## src/rtl/conway_pkg.sv

```systemverilog
// Shared types and width helpers for the Game-of-Life frame reader.
// Imported by the reader top, its interface and the hold-off timer.
package conway_pkg;

  typedef enum logic [2:0] {
    S_IDLE,
    S_SNAP,
    S_SEND,
    S_STEP,
    S_WAIT
  } reader_state_t;

  function automatic int idx_w(input int n);
    return (n > 1) ? $clog2(n) : 1;
  endfunction

  function automatic int cnt_w(input int d);
    return (d > 0) ? $clog2(d + 1) : 1;
  endfunction

endpackage

```

## src/rtl/conway_frame_reader_if.sv

```systemverilog
// Row stream from the frame reader to the display driver.
// Plain valid/ready; row_data and row_addr travel together.
interface conway_frame_reader_if #(
  parameter int ROWS = 8,
  parameter int COLS = 8
);
  import conway_pkg::*;

  localparam int IW = idx_w(ROWS);

  logic [COLS-1:0] row_data;
  logic [IW-1:0]   row_addr;
  logic            row_valid;
  logic            row_ready;

  modport master (
    output row_data,
    output row_addr,
    output row_valid,
    input  row_ready
  );

  modport slave (
    input  row_data,
    input  row_addr,
    input  row_valid,
    output row_ready
  );

endinterface

```

## src/rtl/conway_holdoff_timer.sv

```systemverilog
// Load/decrement down counter timing the gap between a
// generation step and the next board snapshot.
module conway_holdoff_timer
  import conway_pkg::*;
#(
  parameter int GEN_DELAY = 16
) (
  input  logic clk,
  input  logic rst,
  input  logic load,
  input  logic dec,
  output logic last,
  output logic zero
);

  localparam int CW = cnt_w(GEN_DELAY);

  logic [CW-1:0] count_q;

  always_ff @(posedge clk) begin
    if (rst) begin
      count_q <= '0;
    end else if (load) begin
      count_q <= CW'(GEN_DELAY);
    end else if (dec && !zero) begin
      count_q <= count_q - 1'b1;
    end
  end

  assign zero = (count_q == '0);
  assign last = (count_q == CW'(1));

endmodule

```

## src/rtl/conway_frame_reader.sv

```systemverilog
// Snapshots the cell board, streams it row by row, then pulses
// gen_ena to advance every cell and waits out the hold-off.
module conway_frame_reader
  import conway_pkg::*;
#(
  parameter int ROWS      = 8,
  parameter int COLS      = 8,
  parameter int GEN_DELAY = 16
) (
  input  logic                 clk,
  input  logic                 rst,
  input  logic                 run,
  input  logic [ROWS*COLS-1:0] board_q,
  conway_frame_reader_if.master rows,
  output logic                 gen_ena,
  output logic                 frame_done,
  output logic                 busy
);

  localparam int IW = idx_w(ROWS);
  localparam logic [IW-1:0] LAST_ROW = IW'(ROWS - 1);

  reader_state_t        state_q;
  reader_state_t        state_d;
  logic [IW-1:0]        row_idx;
  logic [ROWS*COLS-1:0] snapshot;
  logic                 xfer;
  logic                 last_row;
  logic                 t_load;
  logic                 t_dec;
  logic                 t_last;
  logic                 t_zero;

  assign xfer     = (state_q == S_SEND) & rows.row_ready;
  assign last_row = (row_idx == LAST_ROW);

  conway_holdoff_timer #(
    .GEN_DELAY (GEN_DELAY)
  ) u_timer (
    .clk  (clk),
    .rst  (rst),
    .load (t_load),
    .dec  (t_dec),
    .last (t_last),
    .zero (t_zero)
  );

  always_ff @(posedge clk) begin
    if (rst) begin
      state_q <= S_IDLE;
    end else begin
      state_q <= state_d;
    end
  end

  always_ff @(posedge clk) begin
    if (rst) begin
      snapshot <= '0;
      row_idx  <= '0;
    end else if (state_q == S_SNAP) begin
      snapshot <= board_q;
      row_idx  <= '0;
    end else if (xfer && !last_row) begin
      row_idx <= row_idx + 1'b1;
    end
  end

  always_comb begin
    state_d        = state_q;
    t_load         = 1'b0;
    t_dec          = 1'b0;
    gen_ena        = 1'b0;
    frame_done     = 1'b0;
    busy           = (state_q != S_IDLE);
    rows.row_valid = 1'b0;
    rows.row_addr  = '0;
    rows.row_data  = '0;
    unique case (state_q)
      S_IDLE: begin
        if (run) state_d = S_SNAP;
      end
      S_SNAP: begin
        state_d = S_SEND;
      end
      S_SEND: begin
        rows.row_valid = 1'b1;
        rows.row_addr  = row_idx;
        rows.row_data  =
          snapshot[int'(row_idx)*COLS +: COLS];
        if (xfer && last_row) state_d = S_STEP;
      end
      S_STEP: begin
        gen_ena    = 1'b1;
        frame_done = 1'b1;
        t_load     = 1'b1;
        // with no hold-off the run decision is taken here
        if (GEN_DELAY == 0) begin
          state_d = run ? S_SNAP : S_IDLE;
        end else begin
          state_d = S_WAIT;
        end
      end
      S_WAIT: begin
        t_dec = 1'b1;
        if (t_last || t_zero) begin
          state_d = run ? S_SNAP : S_IDLE;
        end
      end
      default: begin
        state_d = S_IDLE;
      end
    endcase
  end

endmodule

```

## src/flat_wrapper.sv

```systemverilog
// flat-port wrapper written by rule: the top's interface ports become plain ports
module conway_frame_reader_flat import conway_pkg::*;
#(
  parameter int ROWS      = 8,
  parameter int COLS      = 8,
  parameter int GEN_DELAY = 16
)
  (clk, rst, run, board_q, gen_ena, frame_done, busy, rows_row_data, rows_row_addr, rows_row_valid, rows_row_ready);
  conway_frame_reader_if #(.ROWS(ROWS), .COLS(COLS)) rows_i ();
  input  logic clk;
  input  logic rst;
  input  logic run;
  input  logic [ROWS*COLS-1:0] board_q;
  output logic gen_ena;
  output logic frame_done;
  output logic busy;
  output wire logic [$bits(rows_i.row_data)-1:0] rows_row_data;
  output wire logic [$bits(rows_i.row_addr)-1:0] rows_row_addr;
  output wire logic [$bits(rows_i.row_valid)-1:0] rows_row_valid;
  input wire logic [$bits(rows_i.row_ready)-1:0] rows_row_ready;
  assign rows_row_data = rows_i.row_data;
  assign rows_row_addr = rows_i.row_addr;
  assign rows_row_valid = rows_i.row_valid;
  assign rows_i.row_ready = rows_row_ready;
  conway_frame_reader #(.ROWS(ROWS), .COLS(COLS), .GEN_DELAY(GEN_DELAY)) u_core (.clk(clk), .rst(rst), .run(run), .board_q(board_q), .rows(rows_i), .gen_ena(gen_ena), .frame_done(frame_done), .busy(busy));
endmodule
```

## config.mk

```make
export PLATFORM = sky130hd
export DESIGN_NAME = conway_frame_reader_flat
export DESIGN_NICKNAME = d
export VERILOG_FILES = /design/src/rtl/conway_pkg.sv /design/src/rtl/conway_frame_reader_if.sv /design/src/rtl/conway_holdoff_timer.sv /design/src/rtl/conway_frame_reader.sv /design/src/flat_wrapper.sv
export SDC_FILE = /design/constraint.sdc
export NUM_CORES = 1
export LEC_CHECK = 0
export CORE_ASPECT_RATIO = 1.5
export CORE_MARGIN = 3
export CORE_UTILIZATION = 49
export DETAILED_ROUTE_END_ITERATION = 10
export PLACE_DENSITY = 0.8
export SLEW_MARGIN = 20
export SYNTH_ARGS = -nofsm -noshare
export SYNTH_HDL_FRONTEND = slang
export SYNTH_SLANG_ARGS = --single-unit
```

## constraint.sdc

```tcl
create_clock -name clk -period 2.49 [get_ports clk]
set_clock_uncertainty 0.2 [all_clocks]
set_input_delay 0.3735 -clock clk [delete_from_list [all_inputs] [get_ports clk]]
set_output_delay 0.3735 -clock clk [all_outputs]
set_load 0.01 [all_outputs]
```

; Yosys cells after proc, flatten, opt, wreduce, memory -nomap -nowiden
; Cells that the tools add are included.
[word_totals]
output_inout_bits = 15
inputBits = 68
register_bits = 75
[op_classes]
n_eq_ne = 9
mux = 12
shift = 1
bitwise_logic = 1
reduce_logical = 13
n_addsub = 2
[ops]
columns = operator, count
row1 = 64-bit by 7-bit indexed part select with 8-bit output, 1
row2 = 3-bit case mux with 5 select lines, 1
row3 = 3-bit 2-to-1 mux, 4
row4 = 5-bit 2-to-1 mux, 2
row5 = 8-bit 2-to-1 mux, 1
row6 = 3-bit by 2-bit equality test with 1-bit output (second input constant), 2
row7 = 3-bit equality test (second input constant), 2
row8 = 5-bit by 1-bit equality test with 1-bit output (second input constant), 1
row9 = 5-bit zero test, 1
row10 = 5-bit by 1-bit subtractor with 5-bit output (second input constant), 1
row11 = 1-bit 2-to-1 mux, 4
row12 = 2-bit != test (second input constant), 2
row13 = 2-bit OR reduction, 2
row14 = 3-bit by 1-bit adder with 3-bit output (second input constant), 1
row15 = 3-bit by 1-bit equality test with 1-bit output (second input constant), 1
row16 = 1-bit logical AND, 3
row17 = 3-bit zero test, 1
row18 = 3-bit AND reduction, 1
row19 = 3-bit nonzero test, 1
row20 = 1-bit zero test, 2
row21 = 2-bit by 1-bit != test with 1-bit output (second input constant), 1
row22 = 2-bit nonzero test, 1
row23 = 1-bit bitwise AND, 1
row24 = 1-bit logical OR, 1

; Depth between registers and ports, before layout
; Gate-level depths: netlist (run 1).
[logic_depth]
ltp_word = 5
mapped_depth = 6

; Hierarchy
; A second synthesis (run 1) with hierarchy kept.
[hier_totals]
hier_cells = 422
area_unflattened_um2 = 3385.7
[modules_own_cells]
columns = module, area_per_inst_um2, n_inst, seq_area_each_um2, cells_each
row1 = conway_frame_reader, 3110.5, 1, 1401.3, 389
row2 = conway_holdoff_timer, 275.3, 1, 100.1, 33

; Least setup slack after synthesis (run 1)
; No wires, ideal clock.
[synth_timing]
path_kind = register to output
from = reg u_core.state_q[1]
to = out rows_row_data[1]
arrival_ns = 1.489
required_ns = 1.917
path_stages_with_launch = 6
n_path_buf = 2
path_slack_ns = 0.428
path_cell_list = dfxtp_1 -> buf_6 -> or3b_2 -> inv_2 -> clkbuf_1 -> and3_1
[synth_via]
elab_chain_cells = 2
[synth_rtl]
columns = item, line_no
row1 = "start, declared", conway_frame_reader.sv:23  ; reader_state_t state_q;
row2 = "start signal, assigned", conway_frame_reader.sv:52  ; state_q <= state_d;
row3 = 3-bit by 2-bit equality test with 1-bit output, conway_frame_reader.sv:78  ; unique case (state_q)
row4 = 8-bit 2-to-1 mux, conway_frame_reader.sv:78
row5 = "end, declared", flat_wrapper.sv:17  ; output wire logic [$bits(rows_i.row_data)-1:0] rows_row_data;
; Every way passes these cells.

; Worst setup path after layout (run 1)
[layout_timing]
from = reg u_core.state_q[1]
to = out rows_row_data[5]
; Same word-level chain as after synthesis.

==> results of run 1 <==
==> layout make-up <==
type	count	area (um2)	area share
tap	76	95.1	0.0209
timing repair inverter	1	7.51	0.00165
clock inverter	6	66.3	0.0146
sequential	75	1510	0.332
clock buffer	10	128	0.0281
timing repair buffer	99	1010	0.223
multi-input combinational	302	1710	0.376
inverter	5	21.3	0.00468
==> where the power goes <==
| part | total (mW) | switching (mW) | internal [mW] |
|---|---|---|---|
| registers | 1.29 | 0.0350 | 1.26 |
| logic | 0.367 | 0.172 | 0.195 |
| clock network | 0.902 | 0.439 | 0.463 |
| total | 2.56 | 0.646 | 1.92 |
==> through the flow <==
stage | instances | worst slack (ns) | setup TNS (ns)
3_5_place_dp | 550 | 0.0849 | 0
2_1_floorplan | 415 | 0.428 | 0
4_1_cts | 571 | -0.0853 | -0.415
5_1_grt | 574 | 0.0587 | 0
6_report | 574 | 0.168 | 0
3_3_place_gp | 550 | 0.202 | 0
==> state kept, by name, summed over array words and instances (netlist names) <==
name and flops:
u_core.snapshot 64, u_core.state_q 3, u_core.u_timer.count_q 5, u_core.row_idx 3
==> synthesized netlist by cell type <==
cell / n
or4_1: 2
buf_6: 1
nor3_1: 2
nand3_1: 2
nand3b_1: 1
a2111oi_0: 1
inv_2: 1
nor4b_2: 1
mux2i_1: 32
a211oi_1: 1
and2_1: 4
or3_1: 5
a21oi_1: 72
nor2_1: 1
and3_1: 8
nor2b_1: 3
inv_1: 4
o21ai_0: 6
or3b_2: 2
nor3b_1: 1
o21ba_2: 1
o41ai_1: 1
nand2_1: 128
buf_4: 1
buf_2: 4
a22oi_1: 16
buf_1: 4
xnor2_1: 1
o31ai_1: 1
clkbuf_1: 23
ha_1: 4
nand2b_1: 4
nand4b_1: 1
dfxtp_1: 75
or3b_1: 1
==> cells by family (layout without fill, tap and decap cells) <==
kind of cell | Yosys count | in the layout | synth area share
XOR/XNOR | 1 | 1 | 0.00263
AND/OR/NAND/NOR | 166 | 166 | 0.221
flip-flops | 75 | 75 | 0.451
multiplexers | 32 | 32 | 0.0963
adder cells (fa/ha/maj) | 4 | 4 | 0.0150
buffers and inverters | 38 | 121 | 0.0478
AO/OA/AOI/OAI | 99 | 99 | 0.166
==> worst min-delay path by stage <==
stage                          end  slack [ns]  cells after the start
6_report       u_core.snapshot[46]        0.26                      2
2_1_floorplan   u_core.snapshot[0]        0.24                      2
3_5_place_dp   u_core.snapshot[56]        0.25                      2
4_1_cts        u_core.snapshot[56]        0.26                      2
5_1_grt        u_core.snapshot[46]        0.28                      2
3_3_place_gp   u_core.snapshot[48]        0.24                      2
==> per-layer routing <==
metal / up-vias / track usage / share of wire
met2: 96 / 0.365 / 0.53
li1: 1560 / - / -
met3: 11 / 0.0488 / 0.060
met4: 0 / 0.0778 / 0.015
met1: 1423 / 0.259 / 0.39
met5: - / 0 / 0
==> tightest hold or removal path, stage by stage, from the launching register on <==
cell,delay (ns)
dfxtp_1,0.31
nand2_1,0.05
a21oi_1,0.05
==> timing repair <==
item,CTS,global route
buffers inserted,4,2
hold buffers,0,0
setup endpoints to repair,12,10
gates resized for setup,10,17
cloned,1,1
pin swaps,0,0
==> metrics.md, run 1 <==
| Metric | Value |
|---|---|
| Period utilization | `0.933` |
| Hold WS | `around 0.26 ns` |
| Worst Hold Launch | `u_core.snapshot[46]` |
| RSZ-0062 raised after global routing | `no` |
| Share of cells above drive strength 1 | `0.0984` |
| DP HPWL | `between 5000 and 6000 um` |
| Post-Synthesis Cell Area | `roughly 0.0033 mm2` |
| Leakage | `between 1.5 and 2 nW` |
| Synth warn | `0` |
| Port-buffer cells | `roughly 80` |
| Yosys top cell area share | `0.451` |
| Clock root buffer | `clkbuf_8` |
| Final number of hold-violating endpoints | `0` |
| Drt initial violations | `between 200 and 250` |
| Vias after detailed routing | `roughly 3,000` |
| Routed WL per cell | `approximately 15 um` |
| Final Setup Violations | `0` |
| Critical path's largest stage delay | `0.42 ns` |
| Syn Nets | `slightly below 500` |
| Layout area overhead | `36.7%` |
| CTS tree | `done` |
| Slew HR | `0.568` |
| First-pass GRT wire length | `between 10,000 and 15,000 um` |
| Critical path depth in cells | `5` |
| Clock latency on the worst-skew pair | `roughly 0.34 ns` |
| Delay-heaviest family, CP | `simple AND/OR/NAND/NOR gates` |
| Worst R2R Start | `u_core.state_q[0]` |
| Tmin final | `about 2.3 ns` |
| Largest area contributor in the netlist | `dfxtp_1` |
| Reg2Reg Setup Slack | `~0.53 ns` |
| Worst Reg2Reg Path Length in Cells | `4` |
| Slew @ Worst Pin | `0.648 ns` |
| CTS Buffer Depth | `2` |
| Antenna cell count | `0` |
| Total power | `between 2 and 3 mW` |
| RR Endpoint | `u_core.u_timer.count_q[3]` |
| Die X | `about 73 um` |
| Worst path required time | `about 1.9 ns` |
| Clock transition at path regs | `0.07 ns` |
| Maxcap violations | `0` |
| Clk sinks | `between 70 and 80` |
| Initial antenna violation count | `0` |
| Core Footprint | `approximately 0.0065 mm2` |
| Chip height | `~110 um` |
| Most frequent cells in the layout | `nand2_1 (128), a21oi_1 (72), dfxtp_1 (72)` |
| Worst vdd ir | `0.000404 V` |
| DR pass1 iterations | `4` |
| Outcome | `complete, no violations` |
| Post-layout util | `0.696` |
| Grt total ovfl | `0` |
| DR DRC count | `0` |
| Pwr per Cell Area | `between 500 and 600 mW/mm2` |
| Vias per Instance | `5.38` |
| Critical Path AT | `1.75 ns` |
| GPL Wtd Cong | `between 0.8 and 0.9` |
| Post-route ant nets | `0` |
| Starting density of the core | `0.509` |
| Crit path launch type | `register` |
| Worst-path fanout max | `7` |
| Critical Path Slowest Stage Cell | `or3b_4` |
| Largest net degree at the start of global routing | `66` |
| Nets | `~570` |
| Crit path from | `u_core.state_q[1]` |
| Worst Path Buf+Inv | `3` |
| Gate Count Post-Synth | `roughly 420` |
| GRT Util Overall | `0.215` |
| Count of different cell masters after synthesis | `35` |
| H-tree depth | `3` |
| Instance area after placement | `0.00420 mm2` |
| Total CTS buffers | `9` |
| Top post-synthesis cells by area | `dfxtp_1 (45%), nand2_1 (14%), a21oi_1 (11%), mux2i_1 (9.6%), a22oi_1 (3.6%)` |
| Most common cell after layout, fill and taps aside | `nand2_1` |
| Critical Path Sink | `rows_row_data[5]` |
| Final Cell Area | `roughly 0.0045 mm2` |
| Setup Crit Path Kind | `register to output port` |
| Placement row count | `36` |
| Sequential element share of the synthesized area | `0.451` |
| I/O Pins | `83` |
| Critical-path cell list | `or3b_4 -> buf_4 -> inv_4 -> and3_1 -> dlygate4sd2_1` |
| Crit. End Element | `output port` |
| Vias in the first global route | `roughly 2,900` |
| # fillers | `slightly above 500` |
| Final wirelength | `~8400 um` |
| Die area | `between 0.007 and 0.008 mm2` |
| Hold WC Path Type | `register to register` |
| Synthesized flop and latch total | `75` |
| Average cell area after synthesis | `roughly 8 um2` |
| Fmax | `roughly 430 MHz` |
| Final Max Tran Viols | `0` |
No activity file was read; power rests on OpenSTA's default activity.
==> run 2: changes to the inputs <==
--- a/config.mk
+++ b/config.mk
@@ -6,7 +6,7 @@
 export NUM_CORES = 1
 export LEC_CHECK = 0
 export CORE_ASPECT_RATIO = 1.5
-export CORE_MARGIN = 3
+export CORE_MARGIN = 10
 export CORE_UTILIZATION = 49
 export DETAILED_ROUTE_END_ITERATION = 10
 export PLACE_DENSITY = 0.8
@@ -14,3 +14,4 @@
 export SYNTH_ARGS = -nofsm -noshare
 export SYNTH_HDL_FRONTEND = slang
 export SYNTH_SLANG_ARGS = --single-unit
+export TNS_END_PERCENT = 100
==> metrics.md, run 2 (synthesis gave the netlist of run 1 again) <==
| Metric | Value |
|---|---|
| Outcome | `complete, no violations` |
| Pwr per Cell Area | `574 mW/mm2` |
| Share of cells above drive strength 1 | `0.0854` |
| Nets | `about 560` |
| Die X | `just under 90 um` |
| Hold Path Depth | `2` |
| RSZ-0062 raised after global routing | `no` |
| Worst R2R Start | `u_core.state_q[0]` |
| Vias per Instance | `around 5.5` |
| Worst-path fanout max | `14` |
| Post-layout util | `0.678` |
| Cts hold-fix bufs | `0` |
| Final wirelength | `9200 um` |
| Routed WL per cell | `16.2 um` |
| RR Endpoint | `u_core.u_timer.count_q[3]` |
| Hold WC Path Type | `register to register` |
| Initial antenna violation count | `0` |
| Total CTS buffers | `9` |
| Vias after detailed routing | `slightly above 3,000` |
| Clock power share | `0.357` |
| Die area | `between 0.01 and 0.015 mm2` |
| Maxcap violations | `0` |
| DP HPWL | `between 6000 and 7000 um` |
| Final Max Tran Viols | `0` |
| Clk sinks | `between 70 and 80` |
| DR DRC count | `0` |
| Crit. End Element | `output port` |
| Logic gate share of total power | `0.136` |
| Sequential fraction of design power | `0.508` |
| Drt initial violations | `slightly below 200` |
| Core Footprint | `0.00658 mm2` |
| CTS tree | `done` |
| Instance area after placement | `about 0.0042 mm2` |
| Final Cell Area | `0.00446 mm2` |
| Antenna cell count | `0` |
| Worst Reg2Reg Path Length in Cells | `4` |
| Worst path required time | `around 1.9 ns` |
| DR pass1 iterations | `4` |
| Critical Path AT | `between 1.5 and 2 ns` |
| Hold Crit Endpoint | `u_core.snapshot[47]` |
| Fmax | `421 MHz` |
| Layout area overhead | `34.0%` |
| Largest net degree at the start of global routing | `66` |
| Starting density of the core | `0.506` |
| Setup Crit Path Kind | `register to output port` |
| Clock transition at path regs | `about 0.070 ns` |
| # fillers | `565` |
| Worst vdd ir | `around 0.00034 V` |
| Max FFs per register | `64` |
| Vias in the first global route | `3,264` |
| Tmin final | `about 2.4 ns` |
| Crit path launch type | `register` |
| Chip height | `about 120 um` |
| Most common cell after layout, fill and taps aside | `nand2_1` |
| Reg2Reg Setup Slack | `0.56 ns` |
| Leakage | `1.67 nW` |
| Period utilization | `0.954` |
| GPL Wtd Cong | `0.864` |
| Worst Hold Launch | `u_core.snapshot[47]` |
| Clock latency on the worst-skew pair | `between 0.3 and 0.4 ns` |
| Most flops, register | `u_core.snapshot` |
| Final Setup Violations | `0` |
| Most frequent cells in the layout | `nand2_1 (128), dfxtp_1 (73), a21oi_1 (72)` |
| Cell Int Power | `between 1.5 and 2 mW` |
| Sw Pwr | `between 0.6 and 0.7 mW` |
| CTS Buffer Depth | `2` |
| Slew @ Worst Pin | `between 0.7 and 0.8 ns` |
| Final number of hold-violating endpoints | `0` |
| H-tree depth | `3` |
| Port-buffer cells | `slightly above 80` |
| Sw Share | `0.248` |
| Placement row count | `36` |
| I/O Pins | `slightly above 80` |
| First-pass GRT wire length | `14,900 um` |
| GRT Util Overall | `0.174` |
| Post-route ant nets | `0` |
| Clock root buffer | `clkbuf_8` |
| Regs by FF count | `u_core.snapshot: 64 flops, u_core.u_timer.count_q: 5 flops` |
| Slew HR | `0.514` |
| Grt total ovfl | `0` |
## run 2: cell types whose count changed in the layout (fill, tap and decap cells not counted), sizes merged
cell / before / now
buf: 17 / 13
clkinvlp: 4 / 1
dlymetal6s2s: 10 / 3
dlygate4sd2: 2 / 8
clkdlybuf4s50: 69 / 70
clkinv: 2 / 3
## run 2: timing repair
action / 4_1_cts / 5_1_grt
pin swaps: 0 / 0
endpoints found under the hold margin: 0 / 0
gates cloned: 0 / 0
gates resized for setup: 21 / 4
buffers inserted: 1 / 0
setup endpoints to repair: 12 / 3
## run 2: how the worst max path moves through the flow
stage	start	to	slack, ns	cells past startpoint
after floorplan	u_core.state_q[1]	rows_row_data[1]	0.43	5
after global placement	u_core.state_q[2]	rows_row_data[3]	0.19	4
after detailed placement	u_core.row_idx[0]	rows_row_data[4]	0.08	4
after CTS	u_core.row_idx[1]	rows_row_data[3]	-0.08	5
after global routing	u_core.state_q[1]	rows_row_valid	0.04	3
final	u_core.state_q[1]	rows_row_valid	0.11	3
## run 2: routing by layer
metal,GRT usage,part of all wire,vias up
met5,0,0,-
li1,-,-,1551
met1,0.179,0.38,1450
met2,0.311,0.53,93
met3,0.0531,0.063,20
met4,0.0770,0.030,0
## run 2: final cells by class
| class | count | area, um2 | share of cell area |
|---|---|---|---|
| multi-input cells | 302 | 1710 | 0.383 |
| well taps | 76 | 95.1 | 0.0213 |
| clock inverters | 5 | 52.6 | 0.0118 |
| clock buffers | 11 | 141 | 0.0317 |
| flip-flops and latches | 75 | 1510 | 0.338 |
| repair buffers | 94 | 932 | 0.209 |
| inverters | 5 | 21.3 | 0.00477 |
## run 2: power by group through the flow
stage | clock, mW | combinational (mW) | sequential (mW)
after floorplan | 0 | 0.182 | 1.31
after global placement | 0 | 0.336 | 1.32
after detailed placement | 0 | 0.345 | 1.32
after CTS | 0.932 | 0.349 | 1.30
after global routing | 0.983 | 0.385 | 1.31
final | 0.913 | 0.348 | 1.30
## run 2: worst max-delay path: stages, from the launching register on
cell	delay, ns
dfxtp_1	0.34
or3b_4	0.43
inv_4	0.13
clkdlybuf4s50_1	0.57
## run 2: per-stage QoR
| stage | worst slack [ns] | total power [mW] | setup TNS [ns] | cells | hold WS (ns) |
|---|---|---|---|---|---|
| global placement | 0.190 | 1.66 | 0 | 551 | 0.244 |
| finish | 0.114 | 2.56 | 0 | 568 | 0.254 |
| CTS | -0.0761 | 2.58 | -0.223 | 568 | 0.258 |
| floorplan | 0.428 | 1.49 | 0 | 415 | 0.236 |
| global route | 0.0382 | 2.67 | 0 | 568 | 0.279 |
| detailed placement | 0.0846 | 1.67 | 0 | 551 | 0.248 |
